### src/rtl/histogram_median_finder_if.sv
// Handshake and data bundle between the median finder and its requester/histogram source.
interface histogram_median_finder_if #(
    parameter int BINW = 8
);
    logic            start;
    logic            histReady;
    logic            readHistogram;
    logic [BINW-1:0] xHistogramIn;
    logic            xValid;
    logic [BINW-1:0] yHistogramIn;
    logic            yValid;
    logic            busy;
    logic            done;
    logic [7:0]      xMedian;
    logic [7:0]      yMedian;
    logic [15:0]     xTotal;
    logic [15:0]     yTotal;
    logic            empty;

    modport master (
        output start, histReady, xHistogramIn, xValid, yHistogramIn, yValid,
        input  readHistogram, busy, done, xMedian, yMedian, xTotal, yTotal, empty
    );

    modport slave (
        input  start, histReady, xHistogramIn, xValid, yHistogramIn, yValid,
        output readHistogram, busy, done, xMedian, yMedian, xTotal, yTotal, empty
    );
endinterface

### src/rtl/histogram_median_finder.sv
// Captures x/y projection histograms from the histogram block and reports the
// median column/row (object centre) plus the per-axis pixel totals.
module histogram_median_finder #(
    parameter int IMWIDTH  = 240,
    parameter int IMHEIGHT = 180,
    parameter int BINW     = 8
) (
    input  logic clk,
    input  logic reset,
    histogram_median_finder_if.slave hif
);
    localparam int MAXN = (IMWIDTH > IMHEIGHT) ? IMWIDTH : IMHEIGHT;
    localparam int CW   = $clog2(MAXN + 1);
    localparam logic [CW-1:0] XLIM  = CW'(IMWIDTH);
    localparam logic [CW-1:0] YLIM  = CW'(IMHEIGHT);
    localparam logic [CW-1:0] LASTK = CW'(MAXN - 1);

    typedef enum logic [2:0] {IDLE, REQ, HOLD, COLLECT, SCAN} state_t;

    state_t          state, stateNext;
    logic            holdCnt;
    logic            readHist;
    logic [CW-1:0]   xCnt, yCnt, k;
    logic [15:0]     xAcc, yAcc;
    logic [16:0]     cx, cy, cxNext, cyNext;
    logic            xFound, yFound, xHit, yHit;
    logic [CW-1:0]   xMedReg, yMedReg, xMedNext, yMedNext;
    logic [BINW-1:0] xBin, yBin;
    logic            xTake, yTake;

    logic [BINW-1:0] xBuf [IMWIDTH];
    logic [BINW-1:0] yBuf [IMHEIGHT];

    always_comb begin
        stateNext = state;
        readHist  = 1'b0;
        case (state)
            IDLE:    if (hif.start) stateNext = REQ;
            REQ:     if (hif.histReady) begin
                         readHist  = 1'b1;
                         stateNext = HOLD;
                     end
            HOLD:    if (holdCnt) stateNext = COLLECT;
            COLLECT: if (hif.histReady) stateNext = SCAN;
            SCAN:    if (k == LASTK) stateNext = IDLE;
            default: stateNext = IDLE;
        endcase
    end

    // Combinational so the read strobe drops in the very cycle reset is raised.
    assign hif.readHistogram = readHist && !reset;
    assign hif.busy          = (state != IDLE);

    assign xTake = (state == COLLECT) && hif.xValid && (xCnt < XLIM);
    assign yTake = (state == COLLECT) && hif.yValid && (yCnt < YLIM);

    // Entries at or beyond the received count read as zero, so stale data never leaks in.
    always_comb begin
        xBin     = (k < xCnt) ? xBuf[k] : '0;
        yBin     = (k < yCnt) ? yBuf[k] : '0;
        cxNext   = cx + 17'(xBin);
        cyNext   = cy + 17'(yBin);
        xHit     = !xFound && ({cxNext, 1'b0} >= 18'(xAcc));
        yHit     = !yFound && ({cyNext, 1'b0} >= 18'(yAcc));
        xMedNext = xHit ? k : xMedReg;
        yMedNext = yHit ? k : yMedReg;
    end

    always_ff @(posedge clk) begin
        if (xTake) xBuf[xCnt] <= hif.xHistogramIn;
        if (yTake) yBuf[yCnt] <= hif.yHistogramIn;
    end

    always_ff @(posedge clk) begin
        if (reset) begin
            state       <= IDLE;
            holdCnt     <= 1'b0;
            xCnt        <= '0;
            yCnt        <= '0;
            xAcc        <= '0;
            yAcc        <= '0;
            k           <= '0;
            cx          <= '0;
            cy          <= '0;
            xFound      <= 1'b0;
            yFound      <= 1'b0;
            xMedReg     <= '0;
            yMedReg     <= '0;
            hif.done    <= 1'b0;
            hif.xMedian <= '0;
            hif.yMedian <= '0;
            hif.xTotal  <= '0;
            hif.yTotal  <= '0;
            hif.empty   <= 1'b0;
        end else begin
            state    <= stateNext;
            hif.done <= 1'b0;
            case (state)
                IDLE: if (hif.start) begin
                    xCnt <= '0;
                    yCnt <= '0;
                    xAcc <= '0;
                    yAcc <= '0;
                end
                HOLD: holdCnt <= !holdCnt;
                COLLECT: begin
                    if (xTake) begin
                        xCnt <= xCnt + 1'b1;
                        xAcc <= xAcc + 16'(hif.xHistogramIn);
                    end
                    if (yTake) begin
                        yCnt <= yCnt + 1'b1;
                        yAcc <= yAcc + 16'(hif.yHistogramIn);
                    end
                    k      <= '0;
                    cx     <= '0;
                    cy     <= '0;
                    xFound <= 1'b0;
                    yFound <= 1'b0;
                end
                SCAN: begin
                    k  <= k + 1'b1;
                    cx <= cxNext;
                    cy <= cyNext;
                    if (xHit) begin
                        xFound  <= 1'b1;
                        xMedReg <= k;
                    end
                    if (yHit) begin
                        yFound  <= 1'b1;
                        yMedReg <= k;
                    end
                    if (k == LASTK) begin
                        hif.done    <= 1'b1;
                        hif.xTotal  <= xAcc;
                        hif.yTotal  <= yAcc;
                        hif.xMedian <= (xAcc == '0) ? 8'd0 : 8'(xMedNext);
                        hif.yMedian <= (yAcc == '0) ? 8'd0 : 8'(yMedNext);
                        hif.empty   <= (xAcc == '0) || (yAcc == '0);
                    end
                end
                default: ;
            endcase
        end
    end
endmodule
### src/flat_wrapper.sv
// flat-port wrapper written by rule: the top's interface ports become plain ports
module histogram_median_finder_flat 
#(
    parameter int IMWIDTH  = 240,
    parameter int IMHEIGHT = 180,
    parameter int BINW     = 8
)
  (clk, reset, hif_start, hif_histReady, hif_xHistogramIn, hif_xValid, hif_yHistogramIn, hif_yValid, hif_readHistogram, hif_busy, hif_done, hif_xMedian, hif_yMedian, hif_xTotal, hif_yTotal, hif_empty);
  histogram_median_finder_if #(.BINW(BINW)) hif_i ();
  input  logic clk;
  input  logic reset;
  input wire logic [$bits(hif_i.start)-1:0] hif_start;
  input wire logic [$bits(hif_i.histReady)-1:0] hif_histReady;
  input wire logic [$bits(hif_i.xHistogramIn)-1:0] hif_xHistogramIn;
  input wire logic [$bits(hif_i.xValid)-1:0] hif_xValid;
  input wire logic [$bits(hif_i.yHistogramIn)-1:0] hif_yHistogramIn;
  input wire logic [$bits(hif_i.yValid)-1:0] hif_yValid;
  output wire logic [$bits(hif_i.readHistogram)-1:0] hif_readHistogram;
  output wire logic [$bits(hif_i.busy)-1:0] hif_busy;
  output wire logic [$bits(hif_i.done)-1:0] hif_done;
  output wire logic [$bits(hif_i.xMedian)-1:0] hif_xMedian;
  output wire logic [$bits(hif_i.yMedian)-1:0] hif_yMedian;
  output wire logic [$bits(hif_i.xTotal)-1:0] hif_xTotal;
  output wire logic [$bits(hif_i.yTotal)-1:0] hif_yTotal;
  output wire logic [$bits(hif_i.empty)-1:0] hif_empty;
  assign hif_i.start = hif_start;
  assign hif_i.histReady = hif_histReady;
  assign hif_i.xHistogramIn = hif_xHistogramIn;
  assign hif_i.xValid = hif_xValid;
  assign hif_i.yHistogramIn = hif_yHistogramIn;
  assign hif_i.yValid = hif_yValid;
  assign hif_readHistogram = hif_i.readHistogram;
  assign hif_busy = hif_i.busy;
  assign hif_done = hif_i.done;
  assign hif_xMedian = hif_i.xMedian;
  assign hif_yMedian = hif_i.yMedian;
  assign hif_xTotal = hif_i.xTotal;
  assign hif_yTotal = hif_i.yTotal;
  assign hif_empty = hif_i.empty;
  histogram_median_finder #(.IMWIDTH(IMWIDTH), .IMHEIGHT(IMHEIGHT), .BINW(BINW)) u_core (.clk(clk), .reset(reset), .hif(hif_i));
endmodule
### config.mk
export PLATFORM = sky130hd
export DESIGN_NAME = histogram_median_finder_flat
export DESIGN_NICKNAME = d
export VERILOG_FILES = /design/src/rtl/histogram_median_finder_if.sv /design/src/rtl/histogram_median_finder.sv /design/src/flat_wrapper.sv
export SDC_FILE = /design/constraint.sdc
export NUM_CORES = 2
export LEC_CHECK = 0
export BUFFER_PORTS_ARGS = -buffer_cell sky130_fd_sc_hd__buf_2
export CAP_MARGIN = 30
export CELL_PAD_IN_SITES_DETAIL_PLACEMENT = 1
export CELL_PAD_IN_SITES_GLOBAL_PLACEMENT = 1
export CORE_ASPECT_RATIO = 1.25
export CORE_UTILIZATION = 55
export DETAILED_ROUTE_END_ITERATION = 7
export PLACE_DENSITY_LB_ADDON = 0.12
export SLEW_MARGIN = 20
export SYNTH_ARGS = -nofsm -noshare
export SYNTH_HDL_FRONTEND = slang
export SYNTH_SLANG_ARGS = --single-unit
### constraint.sdc
create_clock -name clk -period 8.7 [get_ports clk]
set_input_delay 1.305 -clock clk [delete_from_list [all_inputs] [get_ports clk]]
set_output_delay 1.305 -clock clk [all_outputs]
set_load 0.01 [all_outputs]
==> results.py <==
metrics = {
    "critical_path": {
        "critPathTopFamily": "compound AO/OA/AOI/OAI gates",
        "cp_common_cell": "buf_4",
        "critPathBufInv": 4,
        "critPathMaxFanout": 28,
        "critPathKind": "flip-flop to flip-flop",
        "cp-end-kind": "flip-flop",
        "worstSetupPathDepth": 26,
        "crit_path_max_incr_delay_ps": 750,
        "worstPathRequired_ps": 9480,
        "worst_ep_arrival_time_ps": 8700,
        "reg2reg_depth": 26,
        "crit_path_start_kind": "flip-flop",
        "slowest_stage": "a2111oi_2",
    },
    "placed_design": {
        "place_inst": 10000,
        "numPortBuffers": 73,
        "dp_hpwl_um": 236000,
        "globalplace.congestion": 0.835,
        "dp_slack_ps": 725,
    },
    "global_routing": {
        "grt_util_all_layers": 0.293,
        "grt_pass1_vias": 73000,
        "antenna_found_initial": 6,
        "globalRouteOverflowTotal": 0,
        "grt_max_degree": 189,
        "grt_pass1_wl_um": 533000,
    },
    "floorplan": {
        "die_w_um": 453,
        "core-area_mm2": 0.252,
        "io_pins": 74,
        "dieArea_mm2": 0.256,
        "initial_utilization": 0.554,
        "die_y_um": 565,
        "num_rows": 206,
    },
    "synthesis": {
        "synthFlopType": "edfxtp_1",
        "netlist_area_mm2": 0.140,
        "synth_top_area_cell": "edfxtp_1",
        "netlist.area_leader.share": 0.723,
        "syn-instance-count": 6807,
        "ys_warn_count": 0,
        "yosys-top-cells-area": "edfxtp_1 72%, mux4_2 16%, dfxtp_1 2.4%, nor2_1 1.5%, mux2i_1 0.77%",
        "synthArstFlopShare": 0,
        "yosysMostFrequentCell": "edfxtp_1",
        "ys_types": 79,
        "synth_enable_flop_cells": 3360,
        "avgSynthCellArea_um2": 20.5,
        "synth.net_count": 6918,
        "synthTopCellsByCount": "3,360 x edfxtp_1, 979 x mux4_2, 561 x nor2_1, 244 x nand2_1, 191 x clkbuf_1",
        "ys_seq_area_frac": 0.747,
        "ys_ff_latch": 3530,
    },
    "routing": {
        "routedWlPerCell_um": 34.8,
        "drt_iter0_drc": 7295,
        "drt_pass1_iterations": 5,
        "vias": 69800,
        "wirelength_um": 372000,
        "drc": 0,
        "avgViaCountPerCell": 6.53,
        "ant_nets": 0,
    },
    "pwr": {
        "internal_power_uw": 27100,
        "swShare": 0.201,
        "combPwrFrac": 0.016,
        "p_per_area_mw_per_mm2": 217,
        "seqPwrFrac": 0.549,
        "leakage_uw": 0.0474,
        "ir_worst_vdd_v": 0.000282,
        "clockPowerShare": 0.436,
        "p_sw_uw": 6820,
    },
    "clock_tree": {
        "post_cts_buffers": 0,
        "numCtsBuffers": 346,
        "clkTransAtPathRegs_ps": 60,
        "clkSinkCount": 3530,
        "cts_tree": "done",
        "ctsHoldBuffers": 0,
        "clock_path_buffers": 4,
        "clock-root-buffer": "clkbuf_16",
        "cts_resized": 0,
        "htreeDepth": 5,
        "clkLatencyLatePin_ps": 900,
    },
    "timing": {
        "slew_violations": 0,
        "max_slew_margin": 0.275,
        "worst_slew_pin_slew_ps": 1090,
        "hold_viol_final": 0,
        "setup_violations": 0,
        "max_freq_ghz": 0.126,
        "rsz0062_at_grt": "false",
        "period_needed_ps": 7910,
        "fin_skew_ps": 69.6,
        "fin_tns_setup_ps": 0,
        "timing.final.ws_setup_ps": 787,
        "period_share": 0.910,
    },
    "final_layout": {
        "fin_cells": 10700,
        "layout-drive-gt1-share": 0.253,
        "final_nets": 7190,
        "area_delta_synth_final_pct": 11.6,
        "fill_cells": 20700,
    },
    "min_path": {
        "hold_depth": 2,
        "hold_path_class": "flip-flop to flip-flop",
    },
    "run": {
        "maxCapViolations": 0,
    },
    "status": {
        "outcome": "finished clean",
    },
}
## power groups by stage
stage                     combinational (uW)  clock, uW  sequential [uW]
after floorplan                          165          0            19000
after global placement                   497          0            19000
after detailed placement                 529          0            19000
after CTS                                528      14900            18600
after global routing                     561      15500            18600
final                                    531      14800            18600
## cells in the final DEF, fill, tap and decap left out, drive strengths merged, types with 12 or more instances in the layout
cell type and n:
a211oi 35, a21o 20, a21oi 146, a221oi 12
a22oi 45, a31oi 17, and2 20, and3 23
buf 300, bufinv 29, clkbuf 435, clkinv 143
clkinvlp 19, dfxtp 170, edfxtp 3360, ha 85
inv 72, mux2 55, mux2i 108, mux4 979
nand2 244, nand2b 31, nand3 70, nand4 18
nor2 561, nor2b 18, nor3 36, nor4 15
o21ai 59, o22ai 31, or3 21, xnor2 36
xor2 12
## through the flow
step	hold slack, ps	util	cell area (um^2)	power, uW
after floorplan	436	-	140000	19100
after global placement	443	0.572	144000	19400
after detailed placement	447	0.573	144000	19500
after CTS	455	0.617	155000	34100
after global routing	479	0.618	156000	34600
final	452	0.618	156000	33900
## worst register-to-register path, stage by stage, from the launching register on
cell and delay, ps:
dfxtp_4 530, buf_12 300, buf_4 330, buf_4 270
mux4_2 520, mux2i_1 340, nand3b_1 120, and3_1 250
a2111oi_2 750, nor4_1 130, buf_4 200, a311o_1 290
ha_1 380, o21a_1 160, a21oi_1 110, nor2_1 320
and2_1 280, nand2_1 110, xnor2_1 150, ha_1 290
a21o_1 200, a21o_1 180, a211oi_1 250, o21bai_1 120
a211oi_2 480, or3_1 470, mux2i_1 250
## worst paths after layout
check                                                    endpoint  slack, ps                               from
worst max-delay path               u_core.xMedReg[5]$_SDFFE_PP0P_        790                          flip-flop
worst min-delay path            u_core.hif.yTotal[8]$_SDFFE_PP0P_        450  u_core.hif.yTotal[8]$_SDFFE_PP0P_
worst max register to register     u_core.xMedReg[5]$_SDFFE_PP0P_        790                          flip-flop
worst min register to register  u_core.hif.yTotal[8]$_SDFFE_PP0P_        450  u_core.hif.yTotal[8]$_SDFFE_PP0P_
## registers in the layout, indices dropped and copies added, names as in the netlist, named ones only
register / count
u_core.cy: 17
u_core.xAcc: 16
u_core.hif.yTotal: 16
u_core.hif.empty: 1
u_core.yBuf: 1440
u_core.hif.yMedian: 8
u_core.xMedReg: 8
u_core.k: 8
u_core.xBuf: 1920
u_core.hif.xMedian: 8
u_core.cx: 17
u_core.holdCnt: 1
u_core.yAcc: 16
u_core.yCnt: 8
u_core.yFound: 1
u_core.xCnt: 8
u_core.hif.done: 1
u_core.xFound: 1
u_core.hif.xTotal: 16
u_core.state: 3
u_core.yMedReg: 8
## cell families (layout without fill, tap and decap cells)
logic type,count (synthesis),count (layout),synth area share
DFF,3530,3530,0.747
muxes,1142,1142,0.170
and+or+nand+nor,1086,1086,0.0337
AOI/OAI and AO/OA,466,466,0.0219
buffers and inverters,446,998,0.0159
adders and majority gates,89,89,0.00819
xor gates and xnor gates,48,48,0.00301
other,0,3,0
## area by class of cell
cell class              count  area, um^2  area share
flip-flops and latches   3530      104000       0.670
multi-input cells        2831       33100       0.213
clock buffers             426        9160      0.0588
well taps                3328        4160      0.0267
repair buffers            309        2980      0.0191
clock inverters           202        1810      0.0116
inverters                  61         238     0.00153
diodes                      3        7.51   0.0000482
## metal layers
metal / wire [um] / track usage
met1: 138000 / 0.372
met2: 195000 / 0.510
met3: 22600 / 0.0417
met4: 16600 / 0.115
met5: 21 / 0
Power figures use the tool's default switching activity.
